`src/rtl/mc_pkg.sv`:
```
// mc_pkg: shared constants and types for the multi-cycle control unit.
// States, opcodes, funct codes, ALU codes and PC sources.
package mc_pkg;

  localparam logic [2:0] S_FETCH  = 3'd0;
  localparam logic [2:0] S_DECODE = 3'd1;
  localparam logic [2:0] S_EXEC   = 3'd2;
  localparam logic [2:0] S_MEM    = 3'd3;
  localparam logic [2:0] S_WB     = 3'd4;
  localparam logic [2:0] S_TRAP   = 3'd7;

  localparam logic [5:0] OP_RTYPE = 6'b000000;
  localparam logic [5:0] OP_J     = 6'b000010;
  localparam logic [5:0] OP_BEQ   = 6'b000100;
  localparam logic [5:0] OP_BNE   = 6'b000101;
  localparam logic [5:0] OP_ADDIU = 6'b001001;
  localparam logic [5:0] OP_SLTI  = 6'b001010;
  localparam logic [5:0] OP_ANDI  = 6'b001100;
  localparam logic [5:0] OP_ORI   = 6'b001101;
  localparam logic [5:0] OP_XORI  = 6'b001110;
  localparam logic [5:0] OP_LW    = 6'b100011;
  localparam logic [5:0] OP_SW    = 6'b101011;

  localparam logic [5:0] F_SLL  = 6'b000000;
  localparam logic [5:0] F_ADDU = 6'b100001;
  localparam logic [5:0] F_SUBU = 6'b100011;
  localparam logic [5:0] F_AND  = 6'b100100;
  localparam logic [5:0] F_OR   = 6'b100101;
  localparam logic [5:0] F_XOR  = 6'b100110;
  localparam logic [5:0] F_NOR  = 6'b100111;
  localparam logic [5:0] F_SLT  = 6'b101010;

  localparam logic [2:0] ALU_ADD = 3'b000;
  localparam logic [2:0] ALU_SUB = 3'b001;
  localparam logic [2:0] ALU_AND = 3'b010;
  localparam logic [2:0] ALU_OR  = 3'b011;
  localparam logic [2:0] ALU_XOR = 3'b100;
  localparam logic [2:0] ALU_NOR = 3'b101;
  localparam logic [2:0] ALU_SLT = 3'b110;
  localparam logic [2:0] ALU_SLL = 3'b111;

  localparam logic [1:0] PC_SEQ = 2'b00;
  localparam logic [1:0] PC_BR  = 2'b01;
  localparam logic [1:0] PC_JMP = 2'b10;

  typedef enum logic [2:0] {
    C_RTYPE,
    C_ALUI,
    C_LW,
    C_SW,
    C_BEQ,
    C_BNE,
    C_J
  } icls_t;

endpackage

```
`src/rtl/mc_if.sv`:
```
// mc_if: control-unit to datapath bundle.
// master = controller side, slave = datapath/memory side.
interface mc_if;
  logic [5:0] op;
  logic [5:0] funct;
  logic       zero;
  logic       mem_ready;
  logic       pc_we;
  logic [1:0] pc_src;
  logic       ir_we;
  logic       mem_req;
  logic       mem_we;
  logic       iord;
  logic       rf_we;
  logic       wsel_rt;
  logic       wb_mem;
  logic       srca_shamt;
  logic       srcb_imm;
  logic       sign_ext;
  logic [2:0] alu_op;
  logic       trap;
  logic [2:0] state_o;

  modport master (
    input  op, funct, zero, mem_ready,
    output pc_we, pc_src, ir_we, mem_req, mem_we, iord,
    output rf_we, wsel_rt, wb_mem, srca_shamt, srcb_imm,
    output sign_ext, alu_op, trap, state_o
  );

  modport slave (
    output op, funct, zero, mem_ready,
    input  pc_we, pc_src, ir_we, mem_req, mem_we, iord,
    input  rf_we, wsel_rt, wb_mem, srca_shamt, srcb_imm,
    input  sign_ext, alu_op, trap, state_o
  );
endinterface

```
`src/rtl/mc_decode.sv`:
```
// mc_decode: combinational op/funct classifier.
// Produces instruction class, ALU op, extension mode and illegal flag.
module mc_decode
  import mc_pkg::*;
(
  input  logic [5:0] op,
  input  logic [5:0] funct,
  output icls_t      cls,
  output logic [2:0] alu_op,
  output logic       sign_ext,
  output logic       shamt,
  output logic       illegal
);

  always_comb begin
    cls      = C_RTYPE;
    alu_op   = ALU_ADD;
    sign_ext = 1'b0;
    shamt    = 1'b0;
    illegal  = 1'b0;
    unique case (1'b1)
      op == OP_RTYPE: begin
        cls = C_RTYPE;
        case (funct)
          F_SLL: begin
            alu_op = ALU_SLL;
            shamt  = 1'b1;
          end
          F_ADDU:  alu_op = ALU_ADD;
          F_SUBU:  alu_op = ALU_SUB;
          F_AND:   alu_op = ALU_AND;
          F_OR:    alu_op = ALU_OR;
          F_XOR:   alu_op = ALU_XOR;
          F_NOR:   alu_op = ALU_NOR;
          F_SLT:   alu_op = ALU_SLT;
          default: illegal = 1'b1;
        endcase
      end
      op == OP_J:   cls = C_J;
      op == OP_BEQ: begin
        cls    = C_BEQ;
        alu_op = ALU_SUB;
      end
      op == OP_BNE: begin
        cls    = C_BNE;
        alu_op = ALU_SUB;
      end
      op == OP_ADDIU: begin
        cls      = C_ALUI;
        sign_ext = 1'b1;
      end
      op == OP_SLTI: begin
        cls      = C_ALUI;
        alu_op   = ALU_SLT;
        sign_ext = 1'b1;
      end
      op == OP_ANDI: begin
        cls    = C_ALUI;
        alu_op = ALU_AND;
      end
      op == OP_ORI: begin
        cls    = C_ALUI;
        alu_op = ALU_OR;
      end
      op == OP_XORI: begin
        cls    = C_ALUI;
        alu_op = ALU_XOR;
      end
      op == OP_LW: begin
        cls      = C_LW;
        sign_ext = 1'b1;
      end
      op == OP_SW: begin
        cls      = C_SW;
        sign_ext = 1'b1;
      end
      default: illegal = 1'b1;
    endcase
  end

endmodule

```
`src/rtl/mc_ctrl.sv`:
```
// mc_ctrl: multi-cycle FSM sequencing fetch/decode/exec/mem/wb.
// Strobes are decoded from the state and gated off while reset is low.
module mc_ctrl
  import mc_pkg::*;
(
  input  logic clk,
  input  logic reset,
  mc_if.master bus
);

  logic [2:0] state_q;
  logic [2:0] state_d;
  icls_t      cls;
  logic [2:0] dec_alu;
  logic       dec_sext;
  logic       dec_shamt;
  logic       illegal;

  mc_decode u_dec (
    .op       (bus.op),
    .funct    (bus.funct),
    .cls      (cls),
    .alu_op   (dec_alu),
    .sign_ext (dec_sext),
    .shamt    (dec_shamt),
    .illegal  (illegal)
  );

  always_ff @(posedge clk or negedge reset) begin
    if (!reset) state_q <= S_FETCH;
    else        state_q <= state_d;
  end

  always_comb begin
    state_d = state_q;
    case (state_q)
      S_FETCH:
        if (bus.mem_ready) state_d = S_DECODE;
      S_DECODE: begin
        if (illegal)        state_d = S_TRAP;
        else if (cls == C_J) state_d = S_FETCH;
        else                state_d = S_EXEC;
      end
      S_EXEC: begin
        case (cls)
          C_LW, C_SW:   state_d = S_MEM;
          C_BEQ, C_BNE: state_d = S_FETCH;
          default:      state_d = S_WB;
        endcase
      end
      S_MEM:
        if (bus.mem_ready)
          state_d = (cls == C_LW) ? S_WB : S_FETCH;
      S_WB:    state_d = S_FETCH;
      S_TRAP:  state_d = S_TRAP;
      default: state_d = S_FETCH;
    endcase
  end

  always_comb begin
    bus.pc_we      = 1'b0;
    bus.pc_src     = PC_SEQ;
    bus.ir_we      = 1'b0;
    bus.mem_req    = 1'b0;
    bus.mem_we     = 1'b0;
    bus.iord       = 1'b0;
    bus.rf_we      = 1'b0;
    bus.wsel_rt    = 1'b0;
    bus.wb_mem     = 1'b0;
    bus.srca_shamt = 1'b0;
    bus.srcb_imm   = 1'b0;
    bus.sign_ext   = 1'b0;
    bus.alu_op     = ALU_ADD;
    // Nothing may strobe while reset is held, even though state reads FETCH.
    if (reset) begin
      case (state_q)
        S_FETCH: begin
          bus.mem_req = 1'b1;
          bus.ir_we   = bus.mem_ready;
          bus.pc_we   = bus.mem_ready;
        end
        S_DECODE:
          if (!illegal && cls == C_J) begin
            bus.pc_we  = 1'b1;
            bus.pc_src = PC_JMP;
          end
        S_EXEC: begin
          bus.alu_op     = dec_alu;
          bus.srca_shamt = dec_shamt;
          bus.sign_ext   = dec_sext;
          bus.srcb_imm   = (cls == C_ALUI) || (cls == C_LW) ||
                           (cls == C_SW);
          if (cls == C_BEQ || cls == C_BNE) begin
            bus.pc_src = PC_BR;
            bus.pc_we  = (cls == C_BEQ) ? bus.zero : !bus.zero;
          end
        end
        S_MEM: begin
          bus.mem_req = 1'b1;
          bus.iord    = 1'b1;
          bus.mem_we  = (cls == C_SW);
        end
        S_WB: begin
          bus.rf_we   = 1'b1;
          bus.wsel_rt = (cls != C_RTYPE);
          bus.wb_mem  = (cls == C_LW);
        end
        default: ;
      endcase
    end
  end

  assign bus.trap    = (state_q == S_TRAP);
  assign bus.state_o = state_q;

endmodule

```
`src/flat_wrapper.sv`:
```
// flat-port wrapper written by rule: the top's interface ports become plain ports
module mc_ctrl_flat import mc_pkg::*;
  (clk, reset, bus_op, bus_funct, bus_zero, bus_mem_ready, bus_pc_we, bus_pc_src, bus_ir_we, bus_mem_req, bus_mem_we, bus_iord, bus_rf_we, bus_wsel_rt, bus_wb_mem, bus_srca_shamt, bus_srcb_imm, bus_sign_ext, bus_alu_op, bus_trap, bus_state_o);
  mc_if bus_i ();
  input  logic clk;
  input  logic reset;
  input wire logic [$bits(bus_i.op)-1:0] bus_op;
  input wire logic [$bits(bus_i.funct)-1:0] bus_funct;
  input wire logic [$bits(bus_i.zero)-1:0] bus_zero;
  input wire logic [$bits(bus_i.mem_ready)-1:0] bus_mem_ready;
  output wire logic [$bits(bus_i.pc_we)-1:0] bus_pc_we;
  output wire logic [$bits(bus_i.pc_src)-1:0] bus_pc_src;
  output wire logic [$bits(bus_i.ir_we)-1:0] bus_ir_we;
  output wire logic [$bits(bus_i.mem_req)-1:0] bus_mem_req;
  output wire logic [$bits(bus_i.mem_we)-1:0] bus_mem_we;
  output wire logic [$bits(bus_i.iord)-1:0] bus_iord;
  output wire logic [$bits(bus_i.rf_we)-1:0] bus_rf_we;
  output wire logic [$bits(bus_i.wsel_rt)-1:0] bus_wsel_rt;
  output wire logic [$bits(bus_i.wb_mem)-1:0] bus_wb_mem;
  output wire logic [$bits(bus_i.srca_shamt)-1:0] bus_srca_shamt;
  output wire logic [$bits(bus_i.srcb_imm)-1:0] bus_srcb_imm;
  output wire logic [$bits(bus_i.sign_ext)-1:0] bus_sign_ext;
  output wire logic [$bits(bus_i.alu_op)-1:0] bus_alu_op;
  output wire logic [$bits(bus_i.trap)-1:0] bus_trap;
  output wire logic [$bits(bus_i.state_o)-1:0] bus_state_o;
  assign bus_i.op = bus_op;
  assign bus_i.funct = bus_funct;
  assign bus_i.zero = bus_zero;
  assign bus_i.mem_ready = bus_mem_ready;
  assign bus_pc_we = bus_i.pc_we;
  assign bus_pc_src = bus_i.pc_src;
  assign bus_ir_we = bus_i.ir_we;
  assign bus_mem_req = bus_i.mem_req;
  assign bus_mem_we = bus_i.mem_we;
  assign bus_iord = bus_i.iord;
  assign bus_rf_we = bus_i.rf_we;
  assign bus_wsel_rt = bus_i.wsel_rt;
  assign bus_wb_mem = bus_i.wb_mem;
  assign bus_srca_shamt = bus_i.srca_shamt;
  assign bus_srcb_imm = bus_i.srcb_imm;
  assign bus_sign_ext = bus_i.sign_ext;
  assign bus_alu_op = bus_i.alu_op;
  assign bus_trap = bus_i.trap;
  assign bus_state_o = bus_i.state_o;
  mc_ctrl u_core (.clk(clk), .reset(reset), .bus(bus_i));
endmodule
```
`config.mk`:
```
export PLATFORM = sky130hd
export DESIGN_NAME = mc_ctrl_flat
export DESIGN_NICKNAME = d
export VERILOG_FILES = /design/src/rtl/mc_pkg.sv /design/src/rtl/mc_if.sv /design/src/rtl/mc_decode.sv /design/src/rtl/mc_ctrl.sv /design/src/flat_wrapper.sv
export SDC_FILE = /design/constraint.sdc
export NUM_CORES = 1
export LEC_CHECK = 0
export CORE_MARGIN = 2
export CORE_UTILIZATION = 46
export DETAILED_ROUTE_END_ITERATION = 8
export GPL_TIMING_DRIVEN = 0
export HOLD_SLACK_MARGIN = 0.06
export PLACE_DENSITY = 0.86
export SYNTH_ARGS = -nofsm -noshare
export SYNTH_HDL_FRONTEND = slang
export SYNTH_HIERARCHICAL = 1
export SYNTH_SLANG_ARGS = --single-unit
export TNS_END_PERCENT = 5
```
`constraint.sdc`:
```
create_clock -name clk -period 10.16 [get_ports clk]
set_input_delay 2.54 -clock clk [delete_from_list [all_inputs] [get_ports clk]]
set_output_delay 2.54 -clock clk [all_outputs]
set_load 0.02 [all_outputs]
```
==> results of run 1 <==
==> cell usage in the layout (no fill, tap or decap), drive strengths merged, types with 2 or more instances in the layout <==
cell type,count
o31ai,3
nor4b,3
ha,2
nor4,4
nand2,9
and3,2
a21oi,6
nor2b,3
clkbuf,7
nand2b,3
dfrtp,3
mux2i,2
buf,5
o211ai,3
and2,6
a221oi,2
clkdlybuf4s50,31
nand3,4
nor3,10
inv,6
o21ai,6
nor3b,4
nor2,17
==> kinds of logic after synthesis <==
kind of cell / after synthesis
flops: 3
simple gates: 72
xor+xnor: 1
buf+inv: 14
fa+ha+maj: 2
mux: 2
compound gates: 30
==> worst paths after layout <==
check | end | slack, ns | depth (start not counted)
worst min register to register | u_core/bus.state_o[1] | 0.63 | 1
worst min-delay path | u_core/bus.state_o[1] | 0.63 | 1
max in group asynchronous | u_core/bus.state_o[2] | 7.46 | 1
worst max register to register | u_core/bus.state_o[1] | 8.95 | 5
worst max-delay path | bus_pc_we | 1.71 | 9
min in group asynchronous | u_core/bus.state_o[0] | 2.52 | 1
==> synth_stat cells (2+ instances only) <==
cell	instances	area, um^2
inv_1	2	7.51
nor3b_1	4	30.0
a21oi_1	6	30.0
ha_1	2	25.0
nor3_1	7	35.0
clkbuf_1	3	11.3
dfrtp_1	3	75.1
nand3_1	4	20.0
buf_6	3	33.8
nor2_1	15	56.3
and2_1	6	37.5
nor3_2	2	20.0
nand2b_1	3	18.8
mux2i_1	2	20.0
o31ai_1	3	22.5
o21ai_0	5	25.0
inv_2	4	15.0
nand2_1	8	30.0
nor2b_1	3	18.8
nor4b_1	2	17.5
o211ai_1	3	22.5
nor4_1	4	25.0
==> layer usage <==
| layer | up-vias | part of all wire [%] | global-route usage (%) |
|---|---|---|---|
| met5 | - | 0 | 0 |
| met2 | 46 | 45 | 34.9 |
| li1 | 534 | - | - |
| met1 | 499 | 48 | 32.2 |
| met4 | 0 | 0 | 3.33 |
| met3 | 0 | 6.9 | 3.40 |
==> power by group through the flow <==
stage          Sequential [mW]  Combinational (mW)  Clock (mW)
2_1_floorplan           0.0299              0.0755           0
3_3_place_gp            0.0242               0.118           0
3_5_place_dp            0.0246               0.121           0
4_1_cts                 0.0243               0.121      0.0234
5_1_grt                 0.0256               0.131      0.0242
6_report                0.0243               0.123      0.0226
==> area by class of cell <==
cell class                 instances  area [um^2]
multi-input combinational        107          717
fill                             167          507
timing repair buffer              31          310
sequential                         3         75.1
buffer                             8         56.3
tap                               25         31.3
clock buffer                       4         26.3
inverter                           6         22.5
==> critical path, stage by stage <==
cell             delay (ns)
clkdlybuf4s50_1        0.53
buf_1                  0.39
mux2i_1                0.16
nor4_1                 0.84
nand4bb_1              0.30
nor2_1                 0.17
o21ai_1                0.09
a221oi_2               0.24
clkdlybuf4s50_1        0.64
==> through the flow <==
step                instance area (um^2)  std cells  hold slack, ns  worst slack, ns  utilization [%]
floorplan                            871        124           0.705             3.00                -
global placement                    1210        180           0.627             1.81             69.5
detailed placement                  1210        180           0.616             1.78             69.5
CTS                                 1240        184           0.624             1.78             71.0
global route                        1240        184           0.684             1.47             71.0
finish                              1240        184           0.630             1.71             71.0
==> flow_summary_export.csv, run 1 <==
group,metric,value,unit
synth,synth_compound_area_share,25.4,%
timing,setup_viol,0,
min_path,hold_start,"u_core/bus.state_o[2]",
synth,ys_seq_area_share,8.62,%
synth,synth_top_family_by_area,"simple AND/OR/NAND/NOR gates",
timing,worst_pin_slew,1.09,ns
global_route,grt_overflow,0,
floorplanning,dieHeight,47.5,um
power,internal_power,0.0842,mW
synth,syn-instance-count,124,
timing,fin_crit_sh,83.2,%
clock_tree,cts-root-buf,"clkbuf_4",
clock_tree,cts_setup_buffers,0,
synth,synthMuxAreaShare,2.30,%
clock_tree,clock_sinks,3,
synth,synthSimpleGateAreaFrac,50.7,%
power,combPwrFrac,72.4,%
power,switching_share,50.3,%
drt,wl,2420,um
job,drv_cap,0,
clock_tree,postCtsResizedCells,0,
synth,syn-num-nets,142,
worst_setup_path,cp-start-kind,"input pin",
power,p_per_area,137,nW/um^2
global_route,antenna_found_initial,0,
synth,ys_types,52,
timing,final-max-slew-violation-count,0,
timing,fin_skew,0.00168,ns
timing,rsz0062_at_grt,"false",
drt,wl_per_cell,13.1,um
drt,drc,0,
final_layout,drive_gt1_share,14.5,%
drt,dr_total_vias,1079,
synth,synthAdderAreaFrac,2.87,%
synth,ys_ff_latch,3,
drt,viasPerCell,5.86,
place,gp_congestion,0.841,
synth,synth-edff-count,0,
drt,dr.pass1.iters,4,
power,power_leakage,0.425,nW
timing,finalHoldViolations,0,
clock_tree,path_clk_slew,0.04,ns
global_route,grt_pass1_vias,862,
worst_setup_path,setup.worst_path.end_class,"primary output",
synth,synth_ff_type,"dfrtp_1",
floorplanning,dieArea,2260,um^2
floorplanning,start_util,49.9,%
clock_tree,cts_tree,"yes",
worst_setup_path,path_max_fanout,10,
final_layout,nets,178,
drt,ant_nets,0,
timing,period_minus_slack,8.45,ns
synth,yosysWarnings,6,
floorplanning,core-area,1750,um^2
timing,slew_headroom,26.9,%
floorplanning,rows,15,
clock_tree,cts_buffers,3,
min_path,hp-class,"register to register",
final_layout,area_delta_synth_final,42.2,%
synth,async_flop_share,100,%
place,io_buffers,31,
clock_tree,h-tree-depth,1,
power,finalPower,0.169,mW
clock_tree,clockBufferDepth,2,
worst_setup_path,required,7.62,ns
timing,setup-tns-final,0,ns
power,vdd_drop_max,0.000132,V
final_layout,diodes,0,
power,p_clk_share,13.3,%
floorplanning,die_width,47.5,um
synth,synthesis.area,871,um^2
worst_setup_path,r2r_start,"u_core/bus.state_o[1]",
worst_setup_path,crit_type,"input pin to primary output",
global_route,grt_pass1_wl,3690,um
place,place_hpwl,1880,um
timing,fmaxAchievable,0.118,GHz
synth,syn_area_per_cell,7.02,um^2
worst_setup_path,crit_start,"bus_op[1]",
final_layout,largest_reg_flops,3,
synth,synth_xor_area_share,1.01,%
worst_setup_path,worst_ep_arrival_time,5.91,ns
floorplanning,ioPinCount,36,
clock_tree,cts_hold_buf,0,
power,pwr-share-seq,14.3,%
global_route,track_usage,22.1,%
status,status,"complete, no violations",
clock_tree,insertion_delay,0.24,ns
power,switchingPower,0.0852,mW
global_route,grt_max_degree,11,
drt,drt_iter0_drc,34,
Note: power is estimated with default switching activity, not from simulation.
==> run 2, diff against run 1 <==
--- a/config.mk
+++ b/config.mk
@@ -6,11 +6,11 @@
 export NUM_CORES = 1
 export LEC_CHECK = 0
 export CORE_MARGIN = 2
-export CORE_UTILIZATION = 46
+export CORE_UTILIZATION = 43
 export DETAILED_ROUTE_END_ITERATION = 8
 export GPL_TIMING_DRIVEN = 0
 export HOLD_SLACK_MARGIN = 0.06
-export PLACE_DENSITY = 0.86
+export PLACE_DENSITY = 0.81
 export SYNTH_ARGS = -nofsm -noshare
 export SYNTH_HDL_FRONTEND = slang
 export SYNTH_HIERARCHICAL = 1
==> constraint.sdc (replaced) <==
create_clock -name clk -period 8.4 [get_ports clk]
set_input_delay 2.1 -clock clk [delete_from_list [all_inputs] [get_ports clk]]
set_output_delay 2.1 -clock clk [all_outputs]
set_load 0.02 [all_outputs]
==> run 2 against run 1 <==
Compared with the run above: sequential cell count did not move; cell count rose by 1.1%; register-to-register slack got worse by 1.8 ns; largest power group unchanged; global-route usage rose by 0.62 points; first-iteration DRC count rose by 32%.
==> flow_summary_export.csv, run 2 (synthesis results as in run 1) <==
group,metric,value,unit
status,status,"complete, no violations",
global_route,track_usage,22.7,%
timing,period_minus_slack,7.62,ns
final_layout,utilization,63.9,%
place,io_buffers,31,
global_route,grt_pass1_vias,1023,
clock_tree,clock_sinks,3,
worst_setup_path,reg2reg_depth,4,
floorplanning,start_util,44.8,%
final_layout,largest_reg_flops,3,
final_layout,diodes,0,
drt,viasPerCell,5.83,
drt,dr_total_vias,1085,
drt,wl_per_cell,13.9,um
worst_setup_path,r2r_slack,7.14,ns
timing,final-max-slew-violation-count,0,
worst_setup_path,cpPeakStageDelay,0.85,ns
timing,setup-tns-final,0,ns
drt,drc,0,
final_layout,most-common-layout-cells,"31 x clkdlybuf4s50_1, 15 x nor2_1, 8 x nand2_1, 7 x nor3_1",
timing,fin_crit_sh,90.7,%
worst_setup_path,r2r_end,"u_core/bus.state_o[2]",
timing,fmaxAchievable,0.131,GHz
min_path,hold_start,"u_core/bus.state_o[2]",
drt,wl,2590,um
drt,drt_iter0_drc,45,
floorplanning,rows,16,
worst_setup_path,crit_type,"input pin to primary output",
clock_tree,clockBufferDepth,2,
timing,rsz0062_at_grt,"false",
worst_setup_path,setup.worst_path.end_class,"primary output",
timing,fin_skew,0.00624,ns
global_route,met2_usage,42.5,%
worst_setup_path,crit_chain,"clkdlybuf4s50_1 > buf_1 > mux2i_1 > nor4_1 > nand4bb_1 > nor2_1 > o21ai_1 > a221oi_2 > clkdlybuf4s50_1",
power,vdd_drop_max,0.000121,V
clock_tree,postCtsResizedCells,0,
timing,setup_viol,0,
drt,ant_nets,0,
clock_tree,cts-root-buf,"clkbuf_4",
min_path,hp-class,"register to register",
global_route,antenna_found_initial,0,
worst_setup_path,required,6.30,ns
power,power_leakage,0.425,nW
floorplanning,dieHeight,49,um
global_route,met1_usage,25.4,%
final_layout,drive_gt1_share,14.5,%
timing,slew_headroom,26.3,%
global_route,use_met3,1.84,%
min_path,hold-path-cell-count,1,
place,place_hpwl,2030,um
place,gp_congestion,0.785,
clock_tree,h-tree-depth,1,
job,drv_cap,0,
floorplanning,ioPinCount,36,
clock_tree,cts_hold_buf,0,
worst_setup_path,r2r_start,"u_core/bus.state_o[0]",
floorplanning,core-area,1940,um^2
worst_setup_path,cpLargestDelayFamily,"buffers and inverters",
worst_setup_path,worst_ep_arrival_time,5.52,ns
timing,worst_pin_slew,1.09,ns
floorplanning,die_width,49,um
clock_tree,cts_buffers,3,
min_path,min_to,"u_core/bus.state_o[1]",
drt,dr.pass1.iters,5,
final_layout,area_delta_synth_final,42.5,%
clock_tree,cts_tree,"yes",
clock_tree,cts_setup_buffers,0,
worst_setup_path,path_buf_inv,3,
clock_tree,insertion_delay,0.24,ns
worst_setup_path,cpMostUsedCell,"clkdlybuf4s50_1",
worst_setup_path,path_max_fanout,10,
global_route,grt.busiest_layer,"met2",
clock_tree,path_clk_slew,0.04,ns
floorplanning,dieArea,2400,um^2
final_layout,nets,178,
power,p_per_area,165,nW/um^2
global_route,grt_pass1_wl,4320,um
global_route,grt_max_degree,11,
timing,finalHoldViolations,0,
final_layout,layout_commonest_cell,"clkdlybuf4s50_1",
worst_setup_path,cp_slowest_cell,"nor4_1",
worst_setup_path,cp-start-kind,"input pin",
global_route,grt_overflow,0,
run 2: worst max-delay path by stage:
stage                     cells after the start         start             to  slack, ns
after floorplan                               7  bus_funct[1]  bus_pc_src[1]       2.12
after global placement                        9     bus_op[1]      bus_pc_we       0.88
after detailed placement                      9     bus_op[1]      bus_pc_we       0.82
after CTS                                     9     bus_op[1]      bus_pc_we       0.80
after global routing                          9     bus_op[1]      bus_pc_we       0.50
final                                         9     bus_op[1]      bus_pc_we       0.78
run 2: power by group:
| part | leakage, nW | total [mW] | switching (mW) | internal [mW] |
|---|---|---|---|---|
| Sequential | 0.0379 | 0.0295 | 0.00839 | 0.0211 |
| Combinational | 0.372 | 0.148 | 0.0856 | 0.0629 |
| Clock | 0.0150 | 0.0270 | 0.00911 | 0.0179 |
run 2: routing by layer:
metal / vias to the layer above / wire [um] / part of all wire (%)
met5: - / 0 / 0
met4: 0 / 36 / 1.4
met3: 6 / 138 / 5.3
met2: 54 / 1380 / 53
met1: 490 / 1040 / 40
li1: 535 / - / -
run 2: metrics by stage:
| stage | cell area [um^2] | hold WS [ns] | power (mW) | setup WS (ns) | cells |
|---|---|---|---|---|---|
| 3_3_place_gp | 1210 | 0.648 | 0.174 | 0.879 | 182 |
| 2_1_floorplan | 871 | 0.705 | 0.128 | 2.12 | 124 |
| 4_1_cts | 1240 | 0.655 | 0.205 | 0.804 | 186 |
| 6_report | 1240 | 0.662 | 0.205 | 0.780 | 186 |
| 3_5_place_dp | 1210 | 0.651 | 0.177 | 0.823 | 182 |
| 5_1_grt | 1240 | 0.731 | 0.220 | 0.499 | 186 |
run 2: cell type report:
type / instances / area [um^2]
Inverter: 6 / 22.5
Multi-Input combinational cell: 107 / 717
Buffer: 8 / 56.3
Timing Repair Buffer: 31 / 310
Sequential cell: 3 / 75.1
Clock buffer: 4 / 26.3
Fill cell: 192 / 701
Tap cell: 27 / 33.8
